`src/rtl/obuf_pkg.sv`:
```
// obuf_pkg
// Shared definitions for the output-buffer controller: default geometry of the
// output-buffer RAM, the drain FSM state encoding and the skid buffer depth.
// Ports: none (package).

package obuf_pkg;

  localparam int DEF_VEC_WIDTH = 64;  // INT4 x 16
  localparam int DEF_ARR_DEPTH = 64;
  localparam int DEF_ADDR_W    = 6;   // log2(DEF_ARR_DEPTH)
  localparam int SKID_DEPTH    = 2;

  typedef enum logic [1:0] {
    IDLE  = 2'd0,
    DRAIN = 2'd1,
    FLUSH = 2'd2,
    DONE  = 2'd3
  } obuf_state_e;

endpackage

```
`src/rtl/obuf_ctrl_if.sv`:
```
// obuf_ctrl_if
// Drain stream port of the output-buffer controller (valid/ready).
// Signals:
//   rd_data  - streamed RAM word
//   rd_valid - stream valid
//   rd_last  - qualifies the final beat of a drain
//   rd_ready - downstream ready
// Modports: master (controller side), slave (consumer side).

interface obuf_ctrl_if
  import obuf_pkg::*;
#(
  parameter int VEC_WIDTH = DEF_VEC_WIDTH
);

  logic [VEC_WIDTH-1:0] rd_data;
  logic                 rd_valid;
  logic                 rd_last;
  logic                 rd_ready;

  modport master (
    output rd_data,
    output rd_valid,
    output rd_last,
    input  rd_ready
  );

  modport slave (
    input  rd_data,
    input  rd_valid,
    input  rd_last,
    output rd_ready
  );

endinterface

```
`src/rtl/obuf_skid.sv`:
```
// obuf_skid
// Two-entry FIFO that absorbs the one-cycle RAM read latency and downstream
// backpressure. Push and pop in the same cycle are legal and leave the count
// unchanged. The caller guarantees no push when full and no pop when empty.
// Ports:
//   clk, rst_n  - clock, synchronous active-low reset
//   push, push_data - write a word at the tail
//   pop         - drop the head word
//   head        - current head word (storage cleared on reset)
//   count       - number of stored words (0..2)
//   empty       - count == 0

module obuf_skid
  import obuf_pkg::*;
#(
  parameter int WIDTH = DEF_VEC_WIDTH
) (
  input  logic             clk,
  input  logic             rst_n,
  input  logic             push,
  input  logic [WIDTH-1:0] push_data,
  input  logic             pop,
  output logic [WIDTH-1:0] head,
  output logic [1:0]       count,
  output logic             empty
);

  logic [WIDTH-1:0] mem [SKID_DEPTH];
  logic             wr_idx;
  logic             rd_idx;
  logic [1:0]       count_q;

  always_ff @(posedge clk) begin
    if (!rst_n) begin
      mem[0]  <= '0;
      mem[1]  <= '0;
      wr_idx  <= 1'b0;
      rd_idx  <= 1'b0;
      count_q <= 2'd0;
    end else begin
      if (push) begin
        mem[wr_idx] <= push_data;
        wr_idx      <= ~wr_idx;
      end
      if (pop) begin
        rd_idx <= ~rd_idx;
      end
      case ({push, pop})
        2'b10:   count_q <= count_q + 2'd1;
        2'b01:   count_q <= count_q - 2'd1;
        default: count_q <= count_q;
      endcase
    end
  end

  assign head  = mem[rd_idx];
  assign count = count_q;
  assign empty = (count_q == 2'd0);

endmodule

```
`src/rtl/obuf_ctrl.sv`:
```
// obuf_ctrl
// Owns the single-port output-buffer RAM. PPU writes always take the port;
// a drain requester streams addresses 0..last out over a valid/ready port,
// issuing reads only in cycles the PPU leaves free. A 2-entry skid buffer
// holds read data while downstream stalls.
//
// Optional feature macro: OBUF_CTRL_STALL_CNT_EN
//   When defined, adds o_stall_cnt: a 16-bit saturating count of DRAIN cycles
//   in which a read had room to issue but lost the port to a PPU write.
//   Cleared on reset and on each accepted drain start.
//
// Ports:
//   i_clk, i_rst_n        - clock, synchronous active-low reset
//   i_ppu_we/addr/data    - PPU write request (never stalled)
//   i_drain_start         - one-cycle pulse, begin drain (ignored unless idle)
//   i_drain_last          - last address to drain (inclusive)
//   o_drain_busy          - high from accepted start until the done pulse
//   o_drain_done          - one-cycle pulse after the final beat handshakes
//   rd                    - drain stream (obuf_ctrl_if.master)
//   o_ram_we/addr/data    - RAM port
//   i_ram_q               - RAM read data, one cycle after the read address
//   o_stall_cnt           - (macro only) blocked-read cycle count
//
// state | meaning
// ------+---------------------------------------------------------------
// IDLE  | waiting for i_drain_start; last address latched on start
// DRAIN | issuing reads at rd_ptr whenever the port and skid room allow
// FLUSH | all reads issued; waiting for the last beat to handshake
// DONE  | one-cycle done pulse, then back to IDLE

module obuf_ctrl
  import obuf_pkg::*;
#(
  parameter int VEC_WIDTH = DEF_VEC_WIDTH,
  parameter int ARR_DEPTH = DEF_ARR_DEPTH,
  parameter int ADDR_W    = DEF_ADDR_W
) (
  input  logic                 i_clk,
  input  logic                 i_rst_n,
  input  logic                 i_ppu_we,
  input  logic [ADDR_W-1:0]    i_ppu_addr,
  input  logic [VEC_WIDTH-1:0] i_ppu_data,
  input  logic                 i_drain_start,
  input  logic [ADDR_W-1:0]    i_drain_last,
  output logic                 o_drain_busy,
  output logic                 o_drain_done,
  obuf_ctrl_if.master          rd,
  output logic                 o_ram_we,
  output logic [ADDR_W-1:0]    o_ram_addr,
  output logic [VEC_WIDTH-1:0] o_ram_data,
  input  logic [VEC_WIDTH-1:0] i_ram_q
`ifdef OBUF_CTRL_STALL_CNT_EN
  ,
  output logic [15:0]          o_stall_cnt
`endif
);

  obuf_state_e state_q, state_d;

  logic [ADDR_W-1:0]    last_q;
  logic [ADDR_W-1:0]    rd_ptr_q;
  logic [ADDR_W-1:0]    emit_ptr_q;
  logic                 inflight_q;

  logic [VEC_WIDTH-1:0] skid_head;
  logic [1:0]           skid_count;
  logic                 skid_empty;

  logic                 pop;
  logic [2:0]           occupancy;
  logic                 read_want;
  logic                 rd_issue;
  logic                 last_issue;
  logic                 start_ok;

  // Stream side
  assign rd.rd_valid = ~skid_empty;
  assign rd.rd_data  = skid_head;
  assign rd.rd_last  = rd.rd_valid & (emit_ptr_q == last_q);
  assign pop         = rd.rd_valid & rd.rd_ready;

  // Words that will occupy the skid after this cycle if no read issues.
  // Crediting the same-cycle pop is what allows one beat per cycle with
  // only two entries; it can never overflow because a pop needs a word.
  assign occupancy  = {1'b0, skid_count} + {2'b00, inflight_q} - {2'b00, pop};
  assign read_want  = (state_q == DRAIN) && (occupancy < 3'd2);
  assign rd_issue   = read_want & ~i_ppu_we;
  assign last_issue = rd_issue && (rd_ptr_q == last_q);
  assign start_ok   = (state_q == IDLE) & i_drain_start;

  always_ff @(posedge i_clk) begin
    if (!i_rst_n) begin
      state_q    <= IDLE;
      last_q     <= '0;
      rd_ptr_q   <= '0;
      emit_ptr_q <= '0;
      inflight_q <= 1'b0;
    end else begin
      state_q    <= state_d;
      inflight_q <= rd_issue;
      if (start_ok) begin
        last_q     <= i_drain_last;
        rd_ptr_q   <= '0;
        emit_ptr_q <= '0;
      end else begin
        // Hold on the final issue so a full-depth drain never wraps.
        if (rd_issue && !last_issue) begin
          rd_ptr_q <= rd_ptr_q + ADDR_W'(1);
        end
        if (pop) begin
          emit_ptr_q <= emit_ptr_q + ADDR_W'(1);
        end
      end
    end
  end

  always_comb begin
    state_d      = state_q;
    o_drain_busy = 1'b1;
    o_drain_done = 1'b0;
    case (state_q)
      IDLE: begin
        o_drain_busy = 1'b0;
        if (i_drain_start) begin
          state_d = DRAIN;
        end
      end
      DRAIN: begin
        if (last_issue) begin
          state_d = FLUSH;
        end
      end
      FLUSH: begin
        if (pop && rd.rd_last) begin
          state_d = DONE;
        end
      end
      DONE: begin
        o_drain_done = 1'b1;
        state_d      = IDLE;
      end
      default: begin
        state_d = IDLE;
      end
    endcase
  end

  // RAM port: PPU writes override any pending read.
  always_comb begin
    o_ram_we   = 1'b0;
    o_ram_addr = '0;
    o_ram_data = '0;
    if (i_ppu_we) begin
      o_ram_we   = 1'b1;
      o_ram_addr = i_ppu_addr;
      o_ram_data = i_ppu_data;
    end else if (rd_issue) begin
      o_ram_addr = rd_ptr_q;
    end
  end

  obuf_skid #(
    .WIDTH(VEC_WIDTH)
  ) u_skid (
    .clk       (i_clk),
    .rst_n     (i_rst_n),
    .push      (inflight_q),
    .push_data (i_ram_q),
    .pop       (pop),
    .head      (skid_head),
    .count     (skid_count),
    .empty     (skid_empty)
  );

`ifdef OBUF_CTRL_STALL_CNT_EN
  logic [15:0] stall_cnt_q;

  always_ff @(posedge i_clk) begin
    if (!i_rst_n) begin
      stall_cnt_q <= '0;
    end else if (start_ok) begin
      stall_cnt_q <= '0;
    end else if (read_want && i_ppu_we && (stall_cnt_q != 16'hFFFF)) begin
      stall_cnt_q <= stall_cnt_q + 16'd1;
    end
  end

  assign o_stall_cnt = stall_cnt_q;
`endif

endmodule

```
`src/flat_wrapper.sv`:
```
// flat-port wrapper written by rule: the top's interface ports become plain ports
module obuf_ctrl_flat import obuf_pkg::*;
#(
  parameter int VEC_WIDTH = DEF_VEC_WIDTH,
  parameter int ARR_DEPTH = DEF_ARR_DEPTH,
  parameter int ADDR_W    = DEF_ADDR_W
)
  (i_clk, i_rst_n, i_ppu_we, i_ppu_addr, i_ppu_data, i_drain_start, i_drain_last, o_drain_busy, o_drain_done, o_ram_we, o_ram_addr, o_ram_data, i_ram_q, rd_rd_data, rd_rd_valid, rd_rd_last, rd_rd_ready);
  obuf_ctrl_if #(.VEC_WIDTH(VEC_WIDTH)) rd_i ();
  input  logic i_clk;
  input  logic i_rst_n;
  input  logic i_ppu_we;
  input  logic [ADDR_W-1:0] i_ppu_addr;
  input  logic [VEC_WIDTH-1:0] i_ppu_data;
  input  logic i_drain_start;
  input  logic [ADDR_W-1:0] i_drain_last;
  output logic o_drain_busy;
  output logic o_drain_done;
  output logic o_ram_we;
  output logic [ADDR_W-1:0] o_ram_addr;
  output logic [VEC_WIDTH-1:0] o_ram_data;
  input  logic [VEC_WIDTH-1:0] i_ram_q;
  output wire logic [$bits(rd_i.rd_data)-1:0] rd_rd_data;
  output wire logic [$bits(rd_i.rd_valid)-1:0] rd_rd_valid;
  output wire logic [$bits(rd_i.rd_last)-1:0] rd_rd_last;
  input wire logic [$bits(rd_i.rd_ready)-1:0] rd_rd_ready;
  assign rd_rd_data = rd_i.rd_data;
  assign rd_rd_valid = rd_i.rd_valid;
  assign rd_rd_last = rd_i.rd_last;
  assign rd_i.rd_ready = rd_rd_ready;
  obuf_ctrl #(.VEC_WIDTH(VEC_WIDTH), .ARR_DEPTH(ARR_DEPTH), .ADDR_W(ADDR_W)) u_core (.i_clk(i_clk), .i_rst_n(i_rst_n), .i_ppu_we(i_ppu_we), .i_ppu_addr(i_ppu_addr), .i_ppu_data(i_ppu_data), .i_drain_start(i_drain_start), .i_drain_last(i_drain_last), .o_drain_busy(o_drain_busy), .o_drain_done(o_drain_done), .rd(rd_i), .o_ram_we(o_ram_we), .o_ram_addr(o_ram_addr), .o_ram_data(o_ram_data), .i_ram_q(i_ram_q));
endmodule
```
`config.mk`:
```
export PLATFORM = sky130hd
export DESIGN_NAME = obuf_ctrl_flat
export DESIGN_NICKNAME = d
export VERILOG_FILES = /design/src/rtl/obuf_pkg.sv /design/src/rtl/obuf_ctrl_if.sv /design/src/rtl/obuf_skid.sv /design/src/rtl/obuf_ctrl.sv /design/src/flat_wrapper.sv
export SDC_FILE = /design/constraint.sdc
export NUM_CORES = 1
export LEC_CHECK = 0
export BUFFER_PORTS_ARGS = -buffer_cell sky130_fd_sc_hd__buf_2
export CAP_MARGIN = 20
export CELL_PAD_IN_SITES_DETAIL_PLACEMENT = 0
export CELL_PAD_IN_SITES_GLOBAL_PLACEMENT = 2
export CORE_MARGIN = 2
export CORE_UTILIZATION = 28
export DETAILED_ROUTE_END_ITERATION = 7
export PLACE_DENSITY = 0.83
export SETUP_SLACK_MARGIN = 0.05
export SYNTH_ARGS = -nofsm -noshare
export SYNTH_HDL_FRONTEND = slang
export SYNTH_SLANG_ARGS = --single-unit
export TNS_END_PERCENT = 20
```
`constraint.sdc`:
```
create_clock -name i_clk -period 5.6 [get_ports i_clk]
set_clock_uncertainty 0.05 [all_clocks]
set_input_delay 0 -clock i_clk [delete_from_list [all_inputs] [get_ports i_clk]]
set_output_delay 0 -clock i_clk [all_outputs]
set_load 0.02 [all_outputs]
```
==> impl_results.md <==
- Status: finished clean
- Total grt overflow: 0
- Fin. max-slew vios: 0
- Critical-path maximum fanout: 7
- Worst-Skew Late Latency: 0.42 ns
- Slew Limit Headroom: 0.378
- Mapped Cells: 578
- Post-layout util: 0.407
- Placed cells: 1166
- Final Wtd Congestion: 0.788
- Clk buf depth: 2
- Setup TNS: 0 ns
- Routed WL: 19000 um
- Die Ht: 166 um
- CTS root buf: clkbuf_16
- Final setup viols: 0
- Minimum clock period: 2.88 ns
- Router iterations before antenna repair: 4
- Reg2Reg Setup Slack: 2.79 ns
- Arrival time of the worst setup path: 2.83 ns
- Hold Path Depth: 4
- P_leak: 4.57 nW
- TritonCTS sink count: 154
- Critical path launch point type: flip-flop
- Main synth FF type: edfxtp_1
- Count leader, synth: and2_1
- TritonCTS Buffers: 17
- Dpl hpwl: 13100 um
- Yosys warns: 0
- RSZ-0062 raised after global routing: no
- Htree depth: 4
- Crit. End Element: output port
- Flop pwr share: 0.417
- CP required: 5.55 ns
- Setup CP Type: reg2out
- Mux cell area share after synthesis: 0.101
- Fin cells: 1279
- Highest clock rate: 0.347 GHz
- Syn Nets: 731
- Clock network fraction of total power: 0.357
- Port buffer count: 283
- First-pass GRT wire length: 28600 um
- Pwr/cell area: 322 nW/um2
- Largest cells by area after synthesis: edfxtp_1 (53%), and2_1 (17%), mux2_2 (9.9%)
- Worst IR Drop VDD: 181 uV
- Vias: 5352
- Drt wl/cell: 14.8 um
- Tot GR Track Use: 0.136
- Largest family of logic cells by synthesized area: simple AND/OR/NAND/NOR gates
- P_sw: 0.991 mW
- Vias in the first global route: 5400
- Post-CTS Resized: 0
- Die X: 166 um
- # IOs: 284
- Tcrit/Tclk final: 0.514
- CTS clk-pin slew, worst paths: 0.07 ns
- Leading area contributor after synthesis: edfxtp_1
- Internal Pwr Total: 2.39 mW
- XOR/XNOR Fraction of Synth Area: 0.0312
- Initial Utilization: 0.283
- Seq cells post-synth: 154
- Synth Area per Inst: 12.6 um2
- Post-synth top cells: and2_1 (196), edfxtp_1 (128), mux2_2 (64)
- Area share of fa/ha/maj cells after synthesis: 0.0147
- Share of post-route cells with drive strength above 1: 0.413
- Slew of the pin with the lowest slew margin: 0.934 ns
- Max-capacitance violation count: 0
- Post-synth top area share: 0.526
- Die area: 27400 um2
- Filler cell count: 2522
- Worst min-delay path category: in2reg
- Post-synthesis sequential area ratio: 0.598
- Nets@finish: 1082
- Antenna violations before repair: 1
- FP Rows: 59
- Yosys cell types: 37
- CTS tree: done
- R2R depth: 8
- Largest net degree at the start of global routing: 73
- Synth Area in Compound Gates: 0.0266
- Synth Area in Simple Gates: 0.206
- Number of enable flip-flop cells after synthesis: 128
- Remaining DRCs: 0
- First DRT Iteration DRCs: 404
- Ys async rst share: 0
- Switching part of the total: 0.293
- Netlist Area Pre-Place: 7300 um2
- Final ANT Viol Nets: 0
- Final hold violations: 0
- Core area: 25800 um2
- Vias per cell: 4.18
- Area grow syn2layout: 43.9%
- Logic pwr share: 0.226
-- per-layer routing --
metal	up-vias	GRT usage	routed length [um]
met3	15	0.0297	794
met5	-	0	0
li1	2692	-	-
met1	2533	0.170	8170
met2	112	0.236	9780
met4	0	0.0396	236
-- through the flow --
stage | hold WS (ns) | worst slack [ns] | cell area, um2 | power, mW
after floorplan | 0.0626 | 1.68 | 7300 | 1.90
after global placement | 0.215 | 2.75 | 9040 | 2.15
after detailed placement | 0.213 | 2.71 | 9070 | 2.16
after CTS | 0.0602 | 2.69 | 10500 | 3.42
after global routing | 0.112 | 2.50 | 10500 | 3.54
final | 0.0808 | 2.72 | 10500 | 3.39
-- critical path, stage by stage (launching register included) --
cell	delay, ns
dfxtp_1	0.39
o21ai_1	0.46
nor2_1	0.13
fa_1	0.52
and3b_1	0.19
and2_1	0.36
a22o_1	0.18
buf_2	0.17
-- placed cells by master, fill, tap and decap left out, types with 2 or more instances in the layout --
| master | Yosys | layout |
|---|---|---|
| buf_2 | 6 | 283 |
| and2_1 | 196 | 196 |
| edfxtp_1 | 128 | 128 |
| dlygate4sd3_1 | 0 | 78 |
| mux2_2 | 64 | 64 |
| dfxtp_1 | 26 | 25 |
| nor2_1 | 20 | 20 |
| nand2_1 | 18 | 18 |
| clkbuf_16 | 0 | 17 |
| xnor2_1 | 16 | 16 |
| xor2_1 | 10 | 10 |
| nand3_1 | 10 | 10 |
| a21oi_1 | 9 | 9 |
| ha_1 | 7 | 7 |
| inv_1 | 6 | 6 |
| inv_6 | 0 | 6 |
| a22o_1 | 5 | 5 |
| o21ai_0 | 5 | 4 |
| nand4_1 | 3 | 3 |
| bufinv_16 | 0 | 3 |
| diode_2 | 0 | 2 |
| nor3_1 | 2 | 2 |
| mux2i_1 | 2 | 2 |
| clkinv_4 | 0 | 2 |
| inv_8 | 0 | 2 |
| buf_16 | 0 | 2 |
| buf_4 | 1 | 2 |
-- repair_timing --
| action | CTS | global route |
|---|---|---|
| setup buffers | 0 | 0 |
| hold buffers | 78 | 0 |
| hold endpoints to repair | 137 | 0 |
-- state kept, by name (all words and copies together), names as in the netlist, named ones only --
| name | flops |
|---|---|
| u_core.u_skid.mem | 128 |
| u_core.emit_ptr_q | 6 |
| u_core.last_q | 6 |
| u_core.rd_ptr_q | 6 |
| u_core.state_q | 2 |
| u_core.u_skid.count | 2 |
| u_core.inflight_q | 1 |
| u_core.u_skid.rd_idx | 1 |
| u_core.u_skid.wr_idx | 1 |
-- power by group through the flow --
stage | Sequential [mW] | Combinational (mW) | Clock, mW
finish | 1.41 | 0.765 | 1.21
global route | 1.43 | 0.834 | 1.28
CTS | 1.42 | 0.776 | 1.23
detailed placement | 1.44 | 0.718 | 0
global placement | 1.44 | 0.716 | 0
floorplan | 1.40 | 0.500 | 0
-- final cells by class --
cell class | instances | area [um2] | area share
sequential | 154 | 4370 | 0.416
antenna | 2 | 5.00 | 0.000476
inverter | 6 | 22.5 | 0.00214
clock inverter | 15 | 203 | 0.0193
tap | 335 | 419 | 0.0399
multi-input combinational | 385 | 2800 | 0.266
timing repair buffer | 365 | 2270 | 0.216
clock buffer | 17 | 425 | 0.0405
-- worst paths after layout --
path | start | end
worst max-delay path | u_core.u_skid.count[1] | o_ram_addr[3]
worst min-delay path | i_drain_start | u_core.last_q[1]
worst max register to register | u_core.u_skid.count[1] | u_core.rd_ptr_q[4]
worst min register to register | u_core.u_skid.rd_idx | u_core.u_skid.rd_idx
-- cell families after synthesis --
logic type,Yosys count
buf+inv,39
xor+xnor,26
flops,154
fa+ha+maj,8
compound gates,28
simple gates,257
mux,66
No activity file was read; power rests on OpenSTA's default activity.
